[src/rtl/tx_mem_pkg.sv]
// Shared types and constants for the TX memory stream reader.
// The FIFO and in-flight credit sizing below are derived from these constants.
package tx_mem_pkg;

    localparam int FIFO_DEPTH    = 4;
    localparam int READ_LATENCY  = 1;
    localparam int STREAM_DATA_W = 32;
    localparam int FIFO_PTR_W    = $clog2(FIFO_DEPTH);
    localparam int FIFO_COUNT_W  = $clog2(FIFO_DEPTH + 1);

    typedef enum logic [1:0] {
        IDLE,
        RUN,
        DRAIN
    } state_t;

    typedef struct packed {
        logic [STREAM_DATA_W-1:0] data;
        logic                     sop;
        logic                     eop;
    } stream_word_t;

endpackage

[src/rtl/tx_mem_stream_fifo.sv]
// Small show-ahead FIFO holding tagged stream words between the memory and the sink.
// The head word is visible on o_word whenever o_valid is high.
module tx_mem_stream_fifo
    import tx_mem_pkg::*;
(
    input  logic                    clk,
    input  logic                    reset,
    input  logic                    i_push,
    input  stream_word_t            i_word,
    input  logic                    i_pop,
    output stream_word_t            o_word,
    output logic                    o_valid,
    output logic [FIFO_COUNT_W-1:0] o_count
);

    stream_word_t            r_mem [FIFO_DEPTH];
    logic [FIFO_PTR_W-1:0]   r_wrPtr;
    logic [FIFO_PTR_W-1:0]   r_rdPtr;
    logic [FIFO_COUNT_W-1:0] r_count;

    logic w_full;
    logic w_doPush;
    logic w_doPop;

    assign w_full   = (r_count == FIFO_COUNT_W'(FIFO_DEPTH));
    assign w_doPop  = i_pop && (r_count != '0);
    assign w_doPush = i_push && (!w_full || w_doPop);

    // Storage carries no reset; only the pointers and count define occupancy.
    always_ff @(posedge clk) begin
        if (w_doPush) begin
            r_mem[r_wrPtr] <= i_word;
        end
    end

    always_ff @(posedge clk or posedge reset) begin
        if (reset) begin
            r_wrPtr <= '0;
            r_rdPtr <= '0;
            r_count <= '0;
        end else begin
            if (w_doPush) begin
                r_wrPtr <= r_wrPtr + FIFO_PTR_W'(1);
            end
            if (w_doPop) begin
                r_rdPtr <= r_rdPtr + FIFO_PTR_W'(1);
            end
            case ({w_doPush, w_doPop})
                2'b10:   r_count <= r_count + FIFO_COUNT_W'(1);
                2'b01:   r_count <= r_count - FIFO_COUNT_W'(1);
                default: r_count <= r_count;
            endcase
        end
    end

    assign o_word  = r_mem[r_rdPtr];
    assign o_valid = (r_count != '0);
    assign o_count = r_count;

endmodule

[src/rtl/tx_mem_stream_reader.sv]
// Avalon-MM read master that streams a programmed window of TX memory out as Avalon-ST,
// optionally looping, with reads throttled so the FIFO can never overflow.
module tx_mem_stream_reader
    import tx_mem_pkg::*;
#(
    parameter int ADDR_W = 10,
    parameter int DATA_W = STREAM_DATA_W
) (
    input  logic                clk,
    input  logic                reset,
    input  logic                start,
    input  logic [ADDR_W-1:0]   base_addr,
    input  logic [ADDR_W:0]     length,
    input  logic                loop_en,
    input  logic                stop,
    output logic                busy,
    output logic                done,
    output logic [ADDR_W-1:0]   avm_address,
    output logic                avm_chipselect,
    output logic                avm_write,
    output logic [DATA_W/8-1:0] avm_byteenable,
    output logic                avm_clken,
    input  logic [DATA_W-1:0]   avm_readdata,
    output logic [DATA_W-1:0]   src_data,
    output logic                src_valid,
    input  logic                src_ready,
    output logic                src_sop,
    output logic                src_eop
);

    localparam int IDX_W = ADDR_W + 1;

    state_t                  r_state;
    state_t                  w_nextState;
    logic [ADDR_W-1:0]       r_base;
    logic [IDX_W-1:0]        r_length;
    logic                    r_loop;
    logic [IDX_W-1:0]        r_idx;
    logic [READ_LATENCY-1:0] r_inflight;
    logic [READ_LATENCY-1:0] r_sopPipe;
    logic [READ_LATENCY-1:0] r_eopPipe;
    logic                    r_zeroDone;

    logic                    w_credit;
    logic                    w_issue;
    logic                    w_lastIdx;
    logic                    w_drainDone;
    logic                    w_startRun;
    stream_word_t            w_pushWord;
    stream_word_t            w_headWord;
    logic                    w_fifoValid;
    logic [FIFO_COUNT_W-1:0] w_fifoCount;

    // Words already queued plus words still on their way from memory must fit in the FIFO.
    assign w_credit    = (4'(w_fifoCount) + 4'($countones(r_inflight))) < 4'(FIFO_DEPTH);
    assign w_issue     = (r_state == RUN) && !stop && w_credit;
    assign w_lastIdx   = (r_idx == (r_length - IDX_W'(1)));
    assign w_drainDone = (r_state == DRAIN) && (r_inflight == '0) && !w_fifoValid;
    assign w_startRun  = (r_state == IDLE) && start && (length != '0);

    always_comb begin
        w_nextState = r_state;
        case (r_state)
            IDLE: begin
                if (w_startRun) begin
                    w_nextState = RUN;
                end
            end
            RUN: begin
                if (stop) begin
                    w_nextState = DRAIN;
                end else if (w_issue && w_lastIdx && !r_loop) begin
                    w_nextState = DRAIN;
                end
            end
            DRAIN: begin
                if (w_drainDone) begin
                    w_nextState = IDLE;
                end
            end
            default: w_nextState = IDLE;
        endcase
    end

    always_ff @(posedge clk or posedge reset) begin
        if (reset) begin
            r_state    <= IDLE;
            r_base     <= '0;
            r_length   <= '0;
            r_loop     <= 1'b0;
            r_idx      <= '0;
            r_inflight <= '0;
            r_sopPipe  <= '0;
            r_eopPipe  <= '0;
            r_zeroDone <= 1'b0;
        end else begin
            r_state    <= w_nextState;
            r_zeroDone <= (r_state == IDLE) && start && (length == '0);
            // Tags are decided at issue time and travel alongside the read through the latency pipe.
            r_inflight <= READ_LATENCY'({r_inflight, w_issue});
            r_sopPipe  <= READ_LATENCY'({r_sopPipe, w_issue && (r_idx == '0)});
            r_eopPipe  <= READ_LATENCY'({r_eopPipe, w_issue && w_lastIdx});
            if (w_startRun) begin
                r_base   <= base_addr;
                r_length <= length;
                r_loop   <= loop_en;
                r_idx    <= '0;
            end else if (w_issue) begin
                r_idx <= w_lastIdx ? '0 : r_idx + IDX_W'(1);
            end
        end
    end

    always_comb begin
        w_pushWord      = '0;
        w_pushWord.data = avm_readdata;
        w_pushWord.sop  = r_sopPipe[READ_LATENCY-1];
        w_pushWord.eop  = r_eopPipe[READ_LATENCY-1];
    end

    tx_mem_stream_fifo u_fifo (
        .clk     (clk),
        .reset   (reset),
        .i_push  (r_inflight[READ_LATENCY-1]),
        .i_word  (w_pushWord),
        .i_pop   (src_ready),
        .o_word  (w_headWord),
        .o_valid (w_fifoValid),
        .o_count (w_fifoCount)
    );

    assign busy           = (r_state != IDLE);
    assign done           = r_zeroDone || w_drainDone;
    assign avm_address    = r_base + r_idx[ADDR_W-1:0];
    assign avm_chipselect = w_issue;
    assign avm_write      = 1'b0;
    assign avm_byteenable = '1;
    assign avm_clken      = 1'b1;

    // Stream fields are forced to zero when nothing is presented so stale FIFO contents never leak.
    assign src_valid = w_fifoValid;
    assign src_data  = w_fifoValid ? w_headWord.data : '0;
    assign src_sop   = w_fifoValid && w_headWord.sop;
    assign src_eop   = w_fifoValid && w_headWord.eop;

endmodule

[config.mk]
export PLATFORM = sky130hd
export DESIGN_NAME = tx_mem_stream_reader
export DESIGN_NICKNAME = d
export VERILOG_FILES = /design/src/rtl/tx_mem_pkg.sv /design/src/rtl/tx_mem_stream_fifo.sv /design/src/rtl/tx_mem_stream_reader.sv
export SDC_FILE = /design/constraint.sdc
export NUM_CORES = 1
export LEC_CHECK = 0
export ABC_AREA = 1
export BUFFER_PORTS_ARGS = -buffer_cell sky130_fd_sc_hd__buf_4
export CAP_MARGIN = 25
export CORE_ASPECT_RATIO = 0.6
export CORE_MARGIN = 5
export CORE_UTILIZATION = 62
export DETAILED_ROUTE_END_ITERATION = 12
export GPL_TIMING_DRIVEN = 0
export HOLD_SLACK_MARGIN = 0.08
export PLACE_DENSITY = 0.9
export SYNTH_ARGS = -nofsm -noshare
export SYNTH_HDL_FRONTEND = slang
export SYNTH_SLANG_ARGS = --single-unit
[constraint.sdc]
create_clock -name clk -period 4.15 [get_ports clk]
set_input_delay 0.415 -clock clk [delete_from_list [all_inputs] [get_ports clk]]
set_output_delay 0.415 -clock clk [all_outputs]
set_load 0.05 [all_outputs]
; After elaboration in Yosys (flattened, before gate mapping)
; Memory sizes are Yosys's and may differ from the RTL's.
; Index checks and enable logic that the tools add are counted.
; W data, S select, Z words.
[totals]
regBits = 46
latchBits = 0
ramBits = 136
romBits = 0
in_bits = 59
output_inout_bits = 54
n_memories = 1
[classes]
add_sub_neg = 8
multipliers = 0
n_div = 0
n_lt_le_gt_ge = 1
n_eq_ne = 9
n_shift = 0
muxes = 12
bitwise = 1
reduce_logical = 29
[memory_table]
columns = name, words, width, read_ports, rd_clocked_by_memory_dff, wr, line_no
row1 = u_fifo.r_mem, 4, 34, 1, 0, 1, tx_mem_stream_fifo.sv:16  ; stream_word_t r_mem [FIFO_DEPTH];
[op_table]
columns = op, count
row1 = $mux W11, 3
row2 = $mux W32, 1
row3 = $logic_not A11 Y1, 2
row4 = $logic_and A1 B1 Y1, 14
row5 = $add A11 B1 Y11 const B, 1
row6 = $eq A11 B11 Y1, 1
row7 = $reduce_bool A11 Y1, 1
row8 = $sub A11 B1 Y11 const B, 1
row9 = $add A10 B10 Y10, 1
row10 = $mux W2, 4
row11 = $pmux W2 S3, 1
row12 = $pmux W3 S2, 1
row13 = $reduce_bool A2 Y1, 3
row14 = $add A2 B1 Y2 const B, 2
row15 = $add A3 B1 Y4, 1
row16 = $eq A2 B1 Y1 const B, 2
row17 = $eq A2 B2 Y1 const B, 2
row18 = $logic_not A1 Y1, 4
row19 = $lt A4 B3 Y1 const B, 1
row20 = $ne A2 B2 Y1 const B, 2
row21 = $add A3 B1 Y3 const B, 1
row22 = $eq A3 B3 Y1 const B, 1
row23 = $ne A3 B2 Y1 const B, 1
row24 = $reduce_and A3 Y1, 1
row25 = other kinds (6), 8

; Logic depth before layout (Yosys ltp)
[logic_depth]
depth_word = 8
mapped_depth = 15

; Cells and area by module
; A second synthesis with hierarchy kept.
[hier_totals]
hier_cells = 834
hier_area_um2 = 8425.6
[modules_own_cells]
columns = mod, n_inst, cells_per_inst, area_each_um2
row1 = tx_mem_stream_fifo, 1, 385, 5460.2
row2 = tx_mem_stream_reader, 1, 449, 2965.3

; Worst setup path before layout
; Ideal clock, no wire load.
[synth_path]
path_kind = reg2out
from = register r_idx[0]
to = output port avm_address[8]
arrival_time_ns = 2.493
t_required_ns = 3.735
setup_slack_ns = 1.242
path_stages_with_launch = 13
cell_sequence = dfrtp_1 ha_1 inv_1 fa_1 o21ai_0 nand2_1 nand2_1 nand2_1 nand2_1 nand2_1 nand2_1 a21oi_1 xnor2_1
[synth_between]
elab_chain_cells = 1
[synth_lines]
columns = element, line_no
row1 = start: declaration, tx_mem_stream_reader.sv:38  ; logic [IDX_W-1:0] r_idx;
row2 = start signal: assignment, tx_mem_stream_reader.sv:109  ; r_idx <= w_lastIdx ? '0 : r_idx + IDX_W'(1);
row3 = $add A10 B10 Y10, tx_mem_stream_reader.sv:134  ; assign avm_address = r_base + r_idx[ADDR_W-1:0];
row4 = end: declaration, tx_mem_stream_reader.sv:18  ; output logic [ADDR_W-1:0] avm_address,
; No other way between the ends.

; Worst setup path after layout
; Same ends and word-level chain as after synthesis.

==> impl_metrics.tcl <==
set metrics [dict create \
    status "completed" \
    vias_per_cell 5.76 \
    cts_max_path_buffers 2 \
    crit_type "flip-flop to output pin" \
    tritoncts.num_buffers 17 \
    postCtsSetupRepairBufs 0 \
    timing.critical_path.from_type "flip-flop" \
    post_route_cells_drive_above_1_share 0.181 \
    maxUsedRoutingLayer "met4" \
    core-area_sq_um 12900 \
    die_width_um 159 \
    netlist.area_leader.share 0.496 \
    routed_wire_length_on_met2_um 9390 \
    post_cts.resized_instances 0 \
    route.met3.wl_um 2350 \
    detailed_routing_iterations_pass_1 5 \
    post_dp_cell_area_sq_um 9390 \
    dr_total_vias 6498 \
    clkTransAtPathRegs_ns 0.07 \
    r2r.worst_path.cells 10 \
    timing_hold_violations_final 0 \
    antenna_found_initial 0 \
    pre_cts_slack_ns 1.42 \
    timing.hold.worst.class "primary input to flip-flop" \
    setup_slack_of_the_worst_register_to_register_path_ns 1.45 \
    fin_area_sq_um 10000 \
    dp.final_hpwl_um 13300 \
    cell_taking_the_most_area_after_synthesis "sky130_fd_sc_hd__edfxtp_1" \
    holdWs_ns 0.180 \
    timing.fmax_mhz 308 \
    grt_first_pass_wirelength_um 32300 \
    critPathArrivalTime_ns 2.84 \
    layout-area-overhead-vs-synth_pct 21.5 \
    h-tree-depth 4 \
    grt_remaining_overflow 0 \
    n_fill_cell 777 \
    avgRoutedWirePerCell_um 18.3 \
    setup_tns_ns 0 \
    endpoint_of_the_most_critical_register_to_register_path "u_fifo.o_count[2]" \
    top_level_ports 113 \
    antenna_left 0 \
    num_rows 32 \
    wirelength_um 20700 \
    hold_path_depth 3 \
    drv.max_cap_violation_count 0 \
    total_of_endpoints_with_negative_setup_slack_in_the_final_report 0 \
    power.ir.vdd_worst_v 0.000513 \
    dieArea_sq_um 15800 \
    critical_path.endpoint_type "output pin" \
    seq_cells_post_synth 182 \
    drt-initial-drc-count 678 \
    slew_headroom 0.517 \
    ys_warns 0 \
    clkLatencyLatePin_ns 0.43 \
    worst_r2r_startpoint "u_fifo.o_count[0]" \
    first_global_vias 6417 \
    maximum_number_of_pins_on_one_net_before_global_route_repair 40 \
    finalWorstSetupSlack_ns 0.900 \
    tritoncts "built" \
    syn-mean-instance-area_sq_um 10.2 \
    fin_nets 1023 \
    worst_setup_startpoint "r_idx[0]" \
    power_leakage_nw 4.12 \
    groute.usage.overall 0.259 \
    height_of_the_die_um 99.3 \
    netlist_top_cells_area "sky130_fd_sc_hd__edfxtp_1 50%, sky130_fd_sc_hd__dfrtp_1 14%, sky130_fd_sc_hd__nor2_1 7.7%" \
    final.setup_skew_ns 0.00734 \
    antenna_cells_inserted 0 \
    crit_end "avm_address[8]" \
    p_total_mw 8.13 \
    ctsRootBufferMaster "sky130_fd_sc_hd__clkbuf_16" \
    timing.final.crit_share 0.783 \
    synthesis.instances 810 \
    timing_worst_slew_pin_value_ns 0.725 \
    synth_cell_type_count 36 \
    initial_utilization 0.637 \
    clock_sink_count 182 \
    yosysSeqAreaShare 0.636 \
    detail_route.drc_violations 0 \
    hold_buffers 1 \
    crit_fanout 5 \
    power-per-cell-area_nw_per_um2 813 \
    route.layer.met1.wl_um 8420 \
    finalMaxSlewViolations 0 \
    netlist_area_before_placement_sq_um 8230 \
    rsz0062_at_grt "no" \
    worst_ep_required_time_ns 3.73 \
    io_buffers 106 \
    routabilityCongestion 0.911 \
    period_minus_ws_final_ns 3.25 \
]
[cell usage after synthesis (all sizes together)]
cell / n
clkinv: 2
nand3: 21
o31ai: 2
nand3b: 2
o2111ai: 1
nand4: 4
clkbuf: 25
nor4: 3
or2: 1
inv: 56
o21ai: 90
nor2: 175
xor2: 15
o22ai: 4
dfrtp: 46
a31o: 1
conb: 2
and3: 1
buf: 11
xnor2: 5
ha: 17
nor3: 7
fa: 2
a21oi: 45
nand2: 136
edfxtp: 136
[cells in the final DEF (no fill, tap or decap), drive strengths merged, types with 2 or more instances in the layout]
cell type,count
nor3,7
edfxtp,136
xor2,15
clkinv,7
dfrtp,46
o22ai,4
nand3b,2
ha,17
nand4,4
conb,6
clkbuf,42
o21ai,90
nor4,3
o31ai,2
nand3,21
a21oi,45
buf,122
nor2,175
inv,64
nand2,136
fa,2
xnor2,5
[state kept, by name, summed over array words and instances (netlist names), 2 cells and up]
| signal | count |
|---|---|
| r_base | 10 |
| r_length | 11 |
| u_fifo.o_count | 3 |
| r_idx | 11 |
| r_state | 2 |
| u_fifo.r_rdPtr | 2 |
| u_fifo.r_mem | 136 |
| u_fifo.r_wrPtr | 2 |
[metal layers]
| metal | up-vias | GRT usage |
|---|---|---|
| met1 | 3035 | 0.361 |
| met3 | 52 | 0.0625 |
| li1 | 2987 | - |
| met5 | - | 0 |
| met4 | 0 | 0.0833 |
| met2 | 424 | 0.410 |
[kinds of logic (layout without fill, tap and decap cells)]
kind of cell / Yosys count / after routing / share of synthesized area
buf+inv: 94 / 238 / 0.0462
simple gates: 350 / 350 / 0.174
other cells: 2 / 6 / 0.000912
xor+xnor: 20 / 20 / 0.0213
fa+ha+maj: 19 / 19 / 0.0307
compound gates: 143 / 143 / 0.0904
flops: 182 / 182 / 0.636
[critical path, cell delays in order, from the launching register on]
cell and delay [ns]:
sky130_fd_sc_hd__dfrtp_1 0.45, sky130_fd_sc_hd__ha_1 0.23, sky130_fd_sc_hd__inv_1 0.08, sky130_fd_sc_hd__fa_1 0.41, sky130_fd_sc_hd__o21ai_0 0.31, sky130_fd_sc_hd__nand2_1 0.11
sky130_fd_sc_hd__nand2_1 0.07, sky130_fd_sc_hd__nand2_1 0.05, sky130_fd_sc_hd__nand2_1 0.09, sky130_fd_sc_hd__nand2_1 0.06, sky130_fd_sc_hd__nand2_1 0.05, sky130_fd_sc_hd__a21oi_1 0.07
sky130_fd_sc_hd__xnor2_1 0.20, sky130_fd_sc_hd__buf_4 0.24
[stage by stage]
stage,utilization,std cells
after CTS,0.773,1128
after detailed placement,0.726,1095
final,0.773,1128
after global routing,0.773,1128
after floorplan,-,814
after global placement,0.716,1090
[worst min path at each step]
stage	from	endpoint	slack, ns
3_5_place_dp	reset	r_base[6]	0.34
2_1_floorplan	r_eopPipe	u_fifo.r_mem[0][0]	0.45
5_1_grt	avm_readdata[16]	u_fifo.r_mem[2][18]	0.17
3_3_place_gp	r_eopPipe	u_fifo.r_mem[2][0]	0.47
4_1_cts	base_addr[0]	r_base[0]	0.17
6_report	base_addr[0]	r_base[0]	0.18
[power by group]
group	leakage (nW)	total (mW)	switching, mW	internal, mW
Sequential	1.81	2.35	0.161	2.19
Clock	0.294	1.63	0.759	0.866
Combinational	2.02	4.15	2.99	1.16
[layout make-up]
| cell class | count | area [sq um] | share of cell area |
|---|---|---|---|
| sequential | 182 | 5240 | 0.524 |
| buffer | 36 | 163 | 0.0163 |
| inverter | 58 | 218 | 0.0218 |
| timing repair buffer | 112 | 906 | 0.0906 |
| multi-input combinational | 538 | 2660 | 0.266 |
| clock buffer | 17 | 425 | 0.0425 |
| tap | 170 | 213 | 0.0213 |
| clock inverter | 15 | 179 | 0.0179 |
Power figures use the tool's default switching activity.
